### config.mk
export PLATFORM = sky130hd
export DESIGN_NAME = pipelined_addsub_flat
export DESIGN_NICKNAME = d
export VERILOG_FILES = /design/src/rtl/pipelined_addsub_if.sv /design/src/rtl/pipelined_addsub.sv /design/src/flat_wrapper.sv
export SDC_FILE = /design/constraint.sdc
export NUM_CORES = 1
export LEC_CHECK = 0
export BUFFER_PORTS_ARGS = -buffer_cell sky130_fd_sc_hd__buf_2
export CAP_MARGIN = 20
export CORE_MARGIN = 4
export CORE_UTILIZATION = 35
export CTS_CLUSTER_SIZE = 28
export DETAILED_ROUTE_END_ITERATION = 10
export GPL_ROUTABILITY_DRIVEN = 0
export HOLD_SLACK_MARGIN = 0.03
export PLACE_DENSITY_LB_ADDON = 0.3
export SLEW_MARGIN = 20
export SYNTH_ARGS = -nofsm -noshare
export SYNTH_HDL_FRONTEND = slang
export SYNTH_SLANG_ARGS = --single-unit
### constraint.sdc
create_clock -name clk -period 5.34 [get_ports clk]
set_input_delay 0.267 -clock clk [delete_from_list [all_inputs] [get_ports clk]]
set_output_delay 0.267 -clock clk [all_outputs]
set_load 0.005 [all_outputs]
### src/rtl/pipelined_addsub_if.sv
// Operand/result handshake bundle for the pipelined add/subtract unit.
// The master side drives operands and the result-side ready; the slave side
// (the arithmetic unit) drives the input-side ready and the result beat.
interface pipelined_addsub_if #(
    parameter int WIDTH = 32
);
    logic             in_valid;
    logic             in_ready;
    logic [WIDTH-1:0] a;
    logic [WIDTH-1:0] b;
    logic             cin;
    logic             sub;
    logic             out_valid;
    logic             out_ready;
    logic [WIDTH-1:0] sum;
    logic             cout;
    logic             ovf;

    modport master (
        output in_valid, a, b, cin, sub, out_ready,
        input  in_ready, out_valid, sum, cout, ovf
    );

    modport slave (
        input  in_valid, a, b, cin, sub, out_ready,
        output in_ready, out_valid, sum, cout, ovf
    );
endinterface

### src/rtl/pipelined_addsub.sv
// Pipelined add/subtract unit. The WIDTH-bit carry chain is cut into STAGES
// chunks of CHUNK bits; each stage resolves one chunk and registers its carry,
// operands travel forward so higher chunks can be resolved later. The whole
// pipeline advances as one (global stall) whenever the result slot is free or
// being consumed.
module pipelined_addsub #(
    parameter int WIDTH  = 32,
    parameter int STAGES = 4
) (
    input  logic               clk,
    input  logic               rst,
    pipelined_addsub_if.slave  bus
);
    localparam int CHUNK = (STAGES >= 1) ? (WIDTH / STAGES) : WIDTH;

    generate
        if ((STAGES < 1) || ((WIDTH % STAGES) != 0)) begin : g_bad_params
            $error("pipelined_addsub: WIDTH must be a positive multiple of STAGES");
        end
    endgenerate

    // Per-stage pipeline state: valid, operands (B already conditioned), the
    // partial sum resolved so far, and the carry out of the resolved chunk.
    logic             vld_r   [STAGES];
    logic [WIDTH-1:0] a_r     [STAGES];
    logic [WIDTH-1:0] bp_r    [STAGES];
    logic [WIDTH-1:0] sum_r   [STAGES];
    logic             carry_r [STAGES];

    // Values feeding each stage (from the input port or the previous stage).
    logic             src_v_s   [STAGES];
    logic [WIDTH-1:0] src_a_s   [STAGES];
    logic [WIDTH-1:0] src_bp_s  [STAGES];
    logic [WIDTH-1:0] src_sum_s [STAGES];
    logic             src_c_s   [STAGES];
    logic [WIDTH-1:0] nxt_sum_s [STAGES];
    logic             nxt_c_s   [STAGES];
    logic [CHUNK:0]   chunk_s;
    logic             adv_s;

    // Pipeline enable: shift when the result slot is empty or being taken.
    always_comb begin
        adv_s = bus.out_ready | ~vld_r[STAGES-1];
    end

    // Select what each stage consumes; stage 0 conditions B and the carry-in
    // for subtract mode (A + ~B + 1), later stages take the previous register.
    always_comb begin
        src_v_s[0]   = bus.in_valid;
        src_a_s[0]   = bus.a;
        src_bp_s[0]  = bus.sub ? ~bus.b : bus.b;
        src_c_s[0]   = bus.sub ? 1'b1 : bus.cin;
        src_sum_s[0] = {WIDTH{1'b0}};
        for (int k = 1; k < STAGES; k++) begin
            src_v_s[k]   = vld_r[k-1];
            src_a_s[k]   = a_r[k-1];
            src_bp_s[k]  = bp_r[k-1];
            src_c_s[k]   = carry_r[k-1];
            src_sum_s[k] = sum_r[k-1];
        end
    end

    // Chunk adders: CHUNK+1 bits wide so the top bit is the chunk carry; lower
    // resolved chunks pass through untouched.
    always_comb begin
        chunk_s = {(CHUNK+1){1'b0}};
        for (int k = 0; k < STAGES; k++) begin
            chunk_s = {1'b0, src_a_s[k][k*CHUNK +: CHUNK]}
                    + {1'b0, src_bp_s[k][k*CHUNK +: CHUNK]}
                    + {{CHUNK{1'b0}}, src_c_s[k]};
            nxt_sum_s[k] = src_sum_s[k];
            nxt_sum_s[k][k*CHUNK +: CHUNK] = chunk_s[CHUNK-1:0];
            nxt_c_s[k] = chunk_s[CHUNK];
        end
    end

    // Stage registers: reset discards in-flight beats, otherwise all stages
    // shift together on adv and hold (bubbles included) while stalled.
    always_ff @(posedge clk) begin
        if (rst) begin
            for (int k = 0; k < STAGES; k++) begin
                vld_r[k]   <= 1'b0;
                a_r[k]     <= {WIDTH{1'b0}};
                bp_r[k]    <= {WIDTH{1'b0}};
                sum_r[k]   <= {WIDTH{1'b0}};
                carry_r[k] <= 1'b0;
            end
        end else if (adv_s) begin
            for (int k = 0; k < STAGES; k++) begin
                vld_r[k]   <= src_v_s[k];
                a_r[k]     <= src_a_s[k];
                bp_r[k]    <= src_bp_s[k];
                sum_r[k]   <= nxt_sum_s[k];
                carry_r[k] <= nxt_c_s[k];
            end
        end
    end

    // Result side comes straight from the final stage registers; ovf is a pure
    // function of those registers, so it is as stable as sum and cout and
    // reads 0 out of reset (all-zero operands and sum).
    assign bus.in_ready  = adv_s;
    assign bus.out_valid = vld_r[STAGES-1];
    assign bus.sum       = sum_r[STAGES-1];
    assign bus.cout      = carry_r[STAGES-1];
    assign bus.ovf       = (a_r[STAGES-1][WIDTH-1] == bp_r[STAGES-1][WIDTH-1])
                         & (sum_r[STAGES-1][WIDTH-1] != a_r[STAGES-1][WIDTH-1]);
endmodule

### src/flat_wrapper.sv
// flat-port wrapper written by rule: the top's interface ports become plain ports
module pipelined_addsub_flat 
#(
    parameter int WIDTH  = 32,
    parameter int STAGES = 4
)
  (clk, rst, bus_in_valid, bus_a, bus_b, bus_cin, bus_sub, bus_out_ready, bus_in_ready, bus_out_valid, bus_sum, bus_cout, bus_ovf);
  pipelined_addsub_if #(.WIDTH(WIDTH)) bus_i ();
  input  logic clk;
  input  logic rst;
  input wire logic [$bits(bus_i.in_valid)-1:0] bus_in_valid;
  input wire logic [$bits(bus_i.a)-1:0] bus_a;
  input wire logic [$bits(bus_i.b)-1:0] bus_b;
  input wire logic [$bits(bus_i.cin)-1:0] bus_cin;
  input wire logic [$bits(bus_i.sub)-1:0] bus_sub;
  input wire logic [$bits(bus_i.out_ready)-1:0] bus_out_ready;
  output wire logic [$bits(bus_i.in_ready)-1:0] bus_in_ready;
  output wire logic [$bits(bus_i.out_valid)-1:0] bus_out_valid;
  output wire logic [$bits(bus_i.sum)-1:0] bus_sum;
  output wire logic [$bits(bus_i.cout)-1:0] bus_cout;
  output wire logic [$bits(bus_i.ovf)-1:0] bus_ovf;
  assign bus_i.in_valid = bus_in_valid;
  assign bus_i.a = bus_a;
  assign bus_i.b = bus_b;
  assign bus_i.cin = bus_cin;
  assign bus_i.sub = bus_sub;
  assign bus_i.out_ready = bus_out_ready;
  assign bus_in_ready = bus_i.in_ready;
  assign bus_out_valid = bus_i.out_valid;
  assign bus_sum = bus_i.sum;
  assign bus_cout = bus_i.cout;
  assign bus_ovf = bus_i.ovf;
  pipelined_addsub #(.WIDTH(WIDTH), .STAGES(STAGES)) u_core (.clk(clk), .rst(rst), .bus(bus_i));
endmodule
==> out/qor.txt <==
maxcap violations = 0
Data arrival, critical path = 2.55 ns
initial antenna violation count = 0
XOR/XNOR Fraction of Synth Area = 3.40%
CP Max Fanout = 4
Critical Path Sink = u_core.sum_r[0][126]$_SDFFCE_PN0P_
CP Capture Type = flop
post-synthesis mux area share = 0%
H-tree depth = 4
post-place instance area = 0.00936 mm²
setup slack, reg-to-reg = 3.08 ns
mapped cell area = 0.00849 mm²
cell repeated most along the worst path = fa_1
Ys Warns = 0
syn avg cell area = 13.5 µm²
max incr delay on CP = 0.51 ns
clock sinks = 186
Netlist cell types = 34
initial drt markers = 279
RSZ-0062 raised after global routing = false
Crit path buffers/inverters = 1
status = complete, no violations
n_diodes = 0
Compound-Gate Fraction of Synth Area = 5.88%
Synth top area share = 65.8%
Synth area leaders = edfxtp_1, and2_1, ha_1, xnor2_1, fa_1
Worst Hold Class = in -> reg
TritonRoute pass-1 iters = 4
reg2reg end = u_core.sum_r[0][126]$_SDFFCE_PN0P_
total number of vias = 4,745
largest family of logic cells by synthesized area = simple AND/OR/NAND/NOR gates
Cells after Synth = 627
height of the die = 164 µm
Period minus WS final = 2.26 ns
post-synthesis adder-cell area fraction = 6.01%
area leader, netlist = edfxtp_1
Critical path origin = u_core.carry_r[0][2]$_SDFFCE_PN0P_
post-route cell area = 0.00998 mm²
crit-path leading delay family = simple AND/OR/NAND/NOR gates
Critical Path Start Type = flop
# rows = 56
final WL = 14,200 µm
Worst VDD drop = 0.161 mV
full die area = 0.0268 mm²
Post-CTS Setup Bufs = 0
Detailed Place HPWL = 9020 µm
layout net count = 836
IO buf count = 105
post-synthesis simple-gate area fraction = 16.7%
drt drc = 0
Mapped Nets = 733
slew margin rel. = 43.2%
Power Dens Cells = 339 mW/mm²
CTS tree = built
Leakage Power = 4.17 nW
clock latency on the worst-skew pair = 0.42 ns
I/O Pins = 106
pin count of the biggest net entering global routing = 125
final hold vios = 0
initial core utilization = 35.9%
worst clock skew = 0.00858 ns
Yosys reg bits = 186
clock-pin slew on the worst setup and hold paths = 0.07 ns
clock root cell = clkbuf_16
WP depth = 7
slowest stage cell on the critical path = or4_1
Max Buffers Root-to-Sink = 2
Final Non-Filler Cells = 1,061
GR Util All Layers = 11.0%
Worst Setup Path Type = reg -> reg
post-CTS sizing = 0
period utilization = 42.4%
final setup fails = 0
hold buffers post-CTS = 0
Die X = 164 µm
number of fill cells in the layout = 2,282
reg2reg start = u_core.carry_r[0][2]$_SDFFCE_PN0P_
final slew viol count = 0
required time worst endpoint = 5.62 ns
worst-margin pin slew = 0.853 ns
vias in the first global route = 4,642
Num CTS Buffers = 17
CP Cell Sequence = fa_1, inv_1, fa_1, nor2b_1, o31a_1, or4_1, nand3_1
reg2reg path depth = 7
Detail Route Antenna Nets = 0
mean routed wirelength per cell = 13.3 µm
TNS Setup = 0 ns
Area Overhead vs Synth = 17.6%
Fin Hold WS = 0.118 ns
post-DR vias/cell = 4.47
placed insts = 1,030
overflow left after global routing = 0
fmax = 442 MHz
layout cell share with drive strength beyond 1 = 19.3%
sequential element share of the synthesized area = 65.8%
first-pass GRT wire length = 23,000 µm
Core ar. = 0.0237 mm²
[layer usage]
metal	track usage (%)	vias up	share of wire (%)
met4	4.61	0	1.7
met3	2.84	13	4.1
met5	0	-	0
met2	18.2	90	49
li1	-	2441	-
met1	13.7	2201	45
[Yosys cell counts]
| cell type | instances |
|---|---|
| a2111oi_0 | 1 |
| a211oi_1 | 12 |
| a21o_1 | 4 |
| a21oi_1 | 10 |
| a31oi_1 | 2 |
| a41oi_1 | 1 |
| and2_1 | 131 |
| buf_2 | 3 |
| buf_6 | 2 |
| clkbuf_1 | 21 |
| edfxtp_1 | 186 |
| fa_1 | 8 |
| ha_1 | 28 |
| inv_1 | 20 |
| nand2_1 | 9 |
| nand2b_1 | 7 |
| nand3_1 | 10 |
| nand4b_1 | 2 |
| nor2_1 | 42 |
| nor2b_1 | 12 |
| nor2b_4 | 1 |
| nor3_1 | 23 |
| nor3b_1 | 3 |
| nor4b_1 | 1 |
| o2111ai_1 | 6 |
| o21a_1 | 7 |
| o21ai_0 | 27 |
| o21bai_1 | 2 |
| o31a_1 | 5 |
| or2_1 | 1 |
| or2_2 | 1 |
| or4_1 | 6 |
| xnor2_1 | 25 |
| xor2_1 | 8 |
[layout make-up]
cell class,count,area (µm²),share of cell area (%)
clock buffers,17,425,4.26
clock inverters,14,193,1.93
inverters,20,75.1,0.752
multi-input cells,395,2730,27.3
flip-flops and latches,186,5590,56.0
well taps,319,399,4.00
repair buffers,110,576,5.77
[sequential cells by signal, indices dropped and copies added, names as in the netlist]
| signal | flops |
|---|---|
| u_core.sum_r | 80 |
| u_core.a_r | 49 |
| u_core.bp_r | 49 |
| u_core.carry_r | 4 |
| u_core.vld_r | 4 |
[report_power, final]
group          internal, mW  switching (mW)
Clock                 0.786           0.547
Sequential             1.72          0.0262
Combinational         0.139           0.157
[worst min-delay path by stage]
stage / cells after the start / endpoint / slack [ns] / from
6_report: 2 / u_core.a_r[0][14]$_SDFFCE_PN0P_ / 0.12 / bus_a[14]
5_1_grt: 2 / u_core.a_r[0][31]$_SDFFCE_PN0P_ / 0.1 / bus_a[31]
4_1_cts: 2 / u_core.a_r[0][14]$_SDFFCE_PN0P_ / 0.09 / bus_a[14]
3_5_place_dp: 1 / u_core.bp_r[0][58]$_SDFFCE_PN0P_ / 0.50 / u_core.bp_r[0][26]$_SDFFCE_PN0P_
3_3_place_gp: 1 / u_core.sum_r[0][118]$_SDFFCE_PN0P_ / 0.50 / u_core.sum_r[0][86]$_SDFFCE_PN0P_
2_1_floorplan: 1 / u_core.a_r[0][10]$_SDFFCE_PN0P_ / 0.47 / bus_a[10]
[through the flow]
stage	worst slack, ns	util [%]	total power, mW
finish	3.08	42.1	3.38
global route	2.81	42.1	3.54
CTS	3.02	42.1	3.43
detailed placement	2.78	39.5	2.09
global placement	2.83	39.5	2.08
floorplan	0.00263	-	1.99
[placed cells by master (no fill, tap or decap), types with 7 or more instances in the layout]
cell / Yosys / final
o21a_1: 7 / 7
xor2_1: 8 / 8
clkbuf_16: 0 / 17
and2_1: 131 / 131
ha_1: 28 / 28
buf_2: 3 / 105
a21oi_1: 10 / 10
edfxtp_1: 186 / 186
a211oi_1: 12 / 12
o21ai_0: 27 / 27
nor2b_1: 12 / 12
nor3_1: 23 / 23
nor2_1: 42 / 41
xnor2_1: 25 / 25
nand3_1: 10 / 10
fa_1: 8 / 8
inv_1: 20 / 20
nand2_1: 9 / 9
[logic make-up (layout without fill, tap and decap cells)]
logic type / count (synthesis) / after routing
buffers and inverters: 46 / 161
adder cells (fa/ha/maj): 36 / 36
AO/OA/AOI/OAI: 77 / 77
AND/OR/NAND/NOR: 249 / 249
flip-flops: 186 / 186
XOR/XNOR: 33 / 33
Note: power is estimated with default switching activity, not from simulation.
